$ cat src/rtl/int_ext_arbiter.sv
// int_ext_arbiter: round-robin shared 8/16->32 integer-extension stage; `INT_EXT_ARB_STATS_EN adds neg_count
module int_ext_arbiter #(
  parameter int NREQ  = 4,
  parameter int SRC_W = 2
) (
  input  logic               clk,
  input  logic               rst,
  input  logic [NREQ-1:0]    req_valid,
  output logic [NREQ-1:0]    req_ready,
  input  logic [16*NREQ-1:0] req_data,
  input  logic [2*NREQ-1:0]  req_kind,
  output logic               out_valid,
  input  logic               out_ready,
  output logic [31:0]        out_data,
  output logic [1:0]         out_kind,
  output logic [SRC_W-1:0]   out_src
`ifdef INT_EXT_ARB_STATS_EN
  ,
  output logic [15:0]        neg_count
`endif
);
  if (SRC_W != $clog2(NREQ) || NREQ < 2 || NREQ > 8) begin : g_bad_cfg
    $error("int_ext_arbiter: SRC_W must equal clog2(NREQ), NREQ in 2..8");
  end
  typedef enum logic {EMPTY, FULL} state_t;
  state_t state, state_d;
  logic [SRC_W-1:0] ptr, gnt;
  logic found, free, accept;
  logic [15:0] sel_data;
  logic [1:0] sel_kind;
  logic [31:0] ext;
  assign out_valid = state == FULL;
  always_comb begin
    free = !rst && (state == EMPTY || out_ready);
    found = 1'b0;
    gnt = '0;
    // descending scan so the lowest offset from ptr wins
    for (int k = NREQ - 1; k >= 0; k--)
      if (req_valid[(int'(ptr) + k) % NREQ]) begin
        found = 1'b1;
        gnt = SRC_W'((int'(ptr) + k) % NREQ);
      end
    accept = free && found;
    req_ready = '0;
    sel_data = '0;
    sel_kind = '0;
    for (int i = 0; i < NREQ; i++)
      if (gnt == SRC_W'(i)) begin
        req_ready[i] = accept;
        sel_data = req_data[16*i +: 16];
        sel_kind = req_kind[2*i +: 2];
      end
    ext = sel_kind[1] ? {{16{!sel_kind[0] && sel_data[15]}}, sel_data}
                      : {{24{!sel_kind[0] && sel_data[7]}}, sel_data[7:0]};
    state_d = accept ? FULL : (state == FULL && out_ready) ? EMPTY : state;
  end
  always_ff @(posedge clk) begin
    if (rst) begin
      state <= EMPTY;
      ptr <= '0;
      out_data <= '0;
      out_kind <= '0;
      out_src <= '0;
    end else begin
      state <= state_d;
      if (accept) begin
        out_data <= ext;
        out_kind <= sel_kind;
        out_src <= gnt;
        ptr <= SRC_W'((int'(gnt) + 1) % NREQ);
      end
    end
  end
`ifdef INT_EXT_ARB_STATS_EN
  always_ff @(posedge clk) begin
    if (rst) neg_count <= '0;
    else if (accept && ext[31]) neg_count <= neg_count + 16'd1;
  end
`endif
endmodule

$ cat config.mk
export PLATFORM = sky130hd
export DESIGN_NAME = int_ext_arbiter
export DESIGN_NICKNAME = d
export VERILOG_FILES = /design/src/rtl/int_ext_arbiter.sv
export SDC_FILE = /design/constraint.sdc
export NUM_CORES = 1
export LEC_CHECK = 0
export CAP_MARGIN = 25
export CORE_MARGIN = 1
export CORE_UTILIZATION = 35
export CTS_CLUSTER_DIAMETER = 80
export DETAILED_ROUTE_END_ITERATION = 7
export PLACE_DENSITY_LB_ADDON = 0.15
export SLEW_MARGIN = 30
export SYNTH_ARGS = -nofsm -noshare
export SYNTH_HDL_FRONTEND = slang
export SYNTH_SLANG_ARGS = --single-unit
$ cat constraint.sdc
create_clock -name clk -period 6.2 [get_ports clk]
set_input_delay 1.24 -clock clk [delete_from_list [all_inputs] [get_ports clk]]
set_output_delay 1.24 -clock clk [all_outputs]
set_load 0.02 [all_outputs]
==> summary.txt <==
type of the worst setup path: input port to primary output
wire length per cell after detailed routing: 14.1 µm
global routing usage on met3: 1.13%
post-route setup TNS: 0 ps
portion of the post-synthesis area used by sequential elements: 28.5%
post-synthesis cell area: 0.00169 mm²
core area: 0.00450 mm²
Worst Hold Slack: 468 ps
type of the worst min-delay path: flip-flop to flip-flop
die height: 71.4 µm
unrepaired setup endpoints after global routing: no
pwr/cell area: 237 mW/mm²
f_max: 206 MHz
met2 Use GR: 33.8%
DRC: 0
number of I/O port buffers: 119
Num CTS Buffers: 3
Antenna Violating Nets Remaining: 0
YS warnings: 0
Sink Count: 24
fraction of layout cells with a size suffix above 1: 3.80%
hold violation count in the final report: 0
series of cell instances along the critical path: clkdlybuf4s50_1, mux2i_1, nor2_1, nor3_1, ha_1, buf_4, and2_1, clkdlybuf4s50_1
CP Capture Type: primary output
vias in the first global route: 1763
setup repair bufs after CTS: 0
critical path startpoint category: input port
Setup Viol. Count Final: 0
dominant cell type by count on the critical path: sky130_fd_sc_hd__clkdlybuf4s50_1
total congestion overflow after global routing: 0
number of hold buffers added after cts: 0
leakage power total: 1.02 nW
Critical Path Max Stage Delay: 610 ps
transition time at the pin with the least slew margin: 623 ps
Root Buffer: sky130_fd_sc_hd__clkbuf_8
starting density of the core: 37.4%
Max Cap Violations: 0
GRT Util Overall: 20.6%
fin crit period: 4870 ps
number of slew-limit violations in the final report: 0
relative max-transition margin: 58.3%
full die area: 0.00510 mm²
width of the chip: 71.4 µm
DR vias/cell: 5.09
initial antenna violation count: 0
Std-Cell Rows: 24
Area Overhead vs Synth: 68.8%
fraction of met1 tracks used by global routing: 29.2%
fin crit share: 78.5%
Slowest-stage cell, CP: sky130_fd_sc_hd__clkdlybuf4s50_1
first-pass GRT wire length: 8.34 mm
half-perimeter wire length after detailed placement: 4.09 mm
deepest level of the CTS H-tree: 1
clock-pin transition on the worst setup and hold timing paths: 90 ps
total of fill cells in the finished design: 410
number of top-level design ports: 120
outcome: finished, final reports clean
count of cell types in the netlist: 32
TritonCTS clock tree: built
count of antenna diodes in the layout: 0
Synth Register Bits: 24
number of DRC violations after detailed-routing iteration 0: 143
Gate Count Post-Synth: 221
CTS Buffer Depth: 2
worst endpoint required time: 4960 ps
post-synth net total: 304
final setup skew: 5.97 ps
final net count: 400
Pre-antenna DRT Iters: 4
critical path peak fanout: 23
clock latency on the worst-skew pair: 260 ps
routing layer with the top usage in global route: met2
Crit path arrival time: 3630 ps
largest vdd supply drop: 0.0994 mV
final RePlAce weighted congestion: 0.776
Syn Area/Cell: 7.63 µm²
CTS-repair resized insts: 0
WL final: 5.20 mm
via count of the routed design: 1874
maximum number of pins on one net before global-route repair: 40
-- Yosys cell counts, drive strengths merged --
cell type   n  area share (%)
nor3        9             2.7
a22o        1            0.52
o21ai      11             3.3
nor3b       3             1.3
or4b        1            0.59
a22oi       1            0.45
nor4        1            0.37
buf        21             8.6
a211oi      5             2.2
inv         4            0.89
nand2b      2            0.74
a211o       2             1.0
nand2      27             6.0
nor2b      21             7.8
o31ai       8             3.9
nand3b     11             4.9
a21oi      13             3.9
o21a        1            0.45
o21ba       1            0.59
mux2i       1            0.59
clkbuf     12             2.7
a221o       1            0.59
ha          4             3.0
a31oi       7             2.6
and2        5             1.9
nor2        8             1.8
a221oi     14             7.3
o22ai       1            0.37
or3         1            0.67
dfxtp      24              28
-- path summary, 6_finish.rpt --
| kind | slack (ps) | endpoint | cells past startpoint | start |
|---|---|---|---|---|
| setup / recovery | 1330 | req_ready[1] | 8 | req_valid[0] |
| hold / removal | 470 | out_kind[0] | 2 | out_kind[0] |
| setup reg to reg | 2930 | out_data[30] | 11 | ptr[1] |
| hold reg to reg | 470 | out_kind[0] | 2 | out_kind[0] |
-- placed cells by master (no fill, tap or decap), types with 2 or more instances in the layout --
| cell | n |
|---|---|
| sky130_fd_sc_hd__clkdlybuf4s50_1 | 119 |
| sky130_fd_sc_hd__nand2_1 | 27 |
| sky130_fd_sc_hd__dfxtp_1 | 24 |
| sky130_fd_sc_hd__nor2b_1 | 20 |
| sky130_fd_sc_hd__a221oi_1 | 14 |
| sky130_fd_sc_hd__a21oi_1 | 13 |
| sky130_fd_sc_hd__nand3b_1 | 11 |
| sky130_fd_sc_hd__o21ai_0 | 11 |
| sky130_fd_sc_hd__nor3_1 | 9 |
| sky130_fd_sc_hd__nor2_1 | 8 |
| sky130_fd_sc_hd__o31ai_1 | 7 |
| sky130_fd_sc_hd__a31oi_1 | 7 |
| sky130_fd_sc_hd__and2_1 | 5 |
| sky130_fd_sc_hd__a211oi_1 | 5 |
| sky130_fd_sc_hd__buf_4 | 5 |
| sky130_fd_sc_hd__inv_1 | 4 |
| sky130_fd_sc_hd__ha_1 | 4 |
| sky130_fd_sc_hd__clkbuf_8 | 4 |
| sky130_fd_sc_hd__nor3b_1 | 3 |
| sky130_fd_sc_hd__nand2b_1 | 2 |
| sky130_fd_sc_hd__a211o_1 | 2 |
-- cell type report --
cell class / count / area (µm²) / area share (%)
clock buffers: 4 / 55.1 / 1.93
well taps: 52 / 65.1 / 2.28
inverters: 4 / 15.0 / 0.527
multi-input cells: 160 / 1000 / 35.2
flip-flops and latches: 24 / 480 / 16.9
repair buffers: 124 / 1230 / 43.1
-- worst max-delay path: cells and delay by family --
kind,cells,cell delay [ps]
simple gates,3,640
buf+inv,3,1340
fa+ha+maj,1,220
mux,1,180
-- kinds of logic after synthesis --
family	count (synthesis)	share of synthesized area, %
compound gates	66	27.1
fa+ha+maj	4	2.97
buf+inv	37	12.2
flops	24	28.5
mux	1	0.593
simple gates	89	28.7
-- state kept, by name (all words and copies together) (netlist names) --
name / cells
out_src: 2
out_data: 17
out_kind: 2
ptr: 2
out_valid: 1
-- stage by stage --
| step | area (µm²) | cells | setup WS [ps] | util (%) | power [mW] |
|---|---|---|---|---|---|
| 2_1_floorplan | 1690 | 221 | 2250 | - | 0.423 |
| 3_3_place_gp | 2790 | 364 | 1460 | 61.9 | 0.567 |
| 3_5_place_dp | 2790 | 364 | 1370 | 61.9 | 0.573 |
| 4_1_cts | 2850 | 368 | 1350 | 63.2 | 0.678 |
| 5_1_grt | 2850 | 368 | 1170 | 63.2 | 0.719 |
| 6_report | 2850 | 368 | 1330 | 63.2 | 0.676 |
-- report_power, final --
group	internal [mW]	switching [mW]	total, mW
Sequential	0.181	0.0173	0.198
Combinational	0.186	0.186	0.372
Clock	0.0566	0.0491	0.106
Total	0.423	0.253	0.676
-- layer usage --
layer	vias up	wire length (µm)
li1	975	-
met1	808	2420
met2	87	2450
met3	4	277
met4	0	62
met5	-	0
Power figures use the tool's default switching activity.
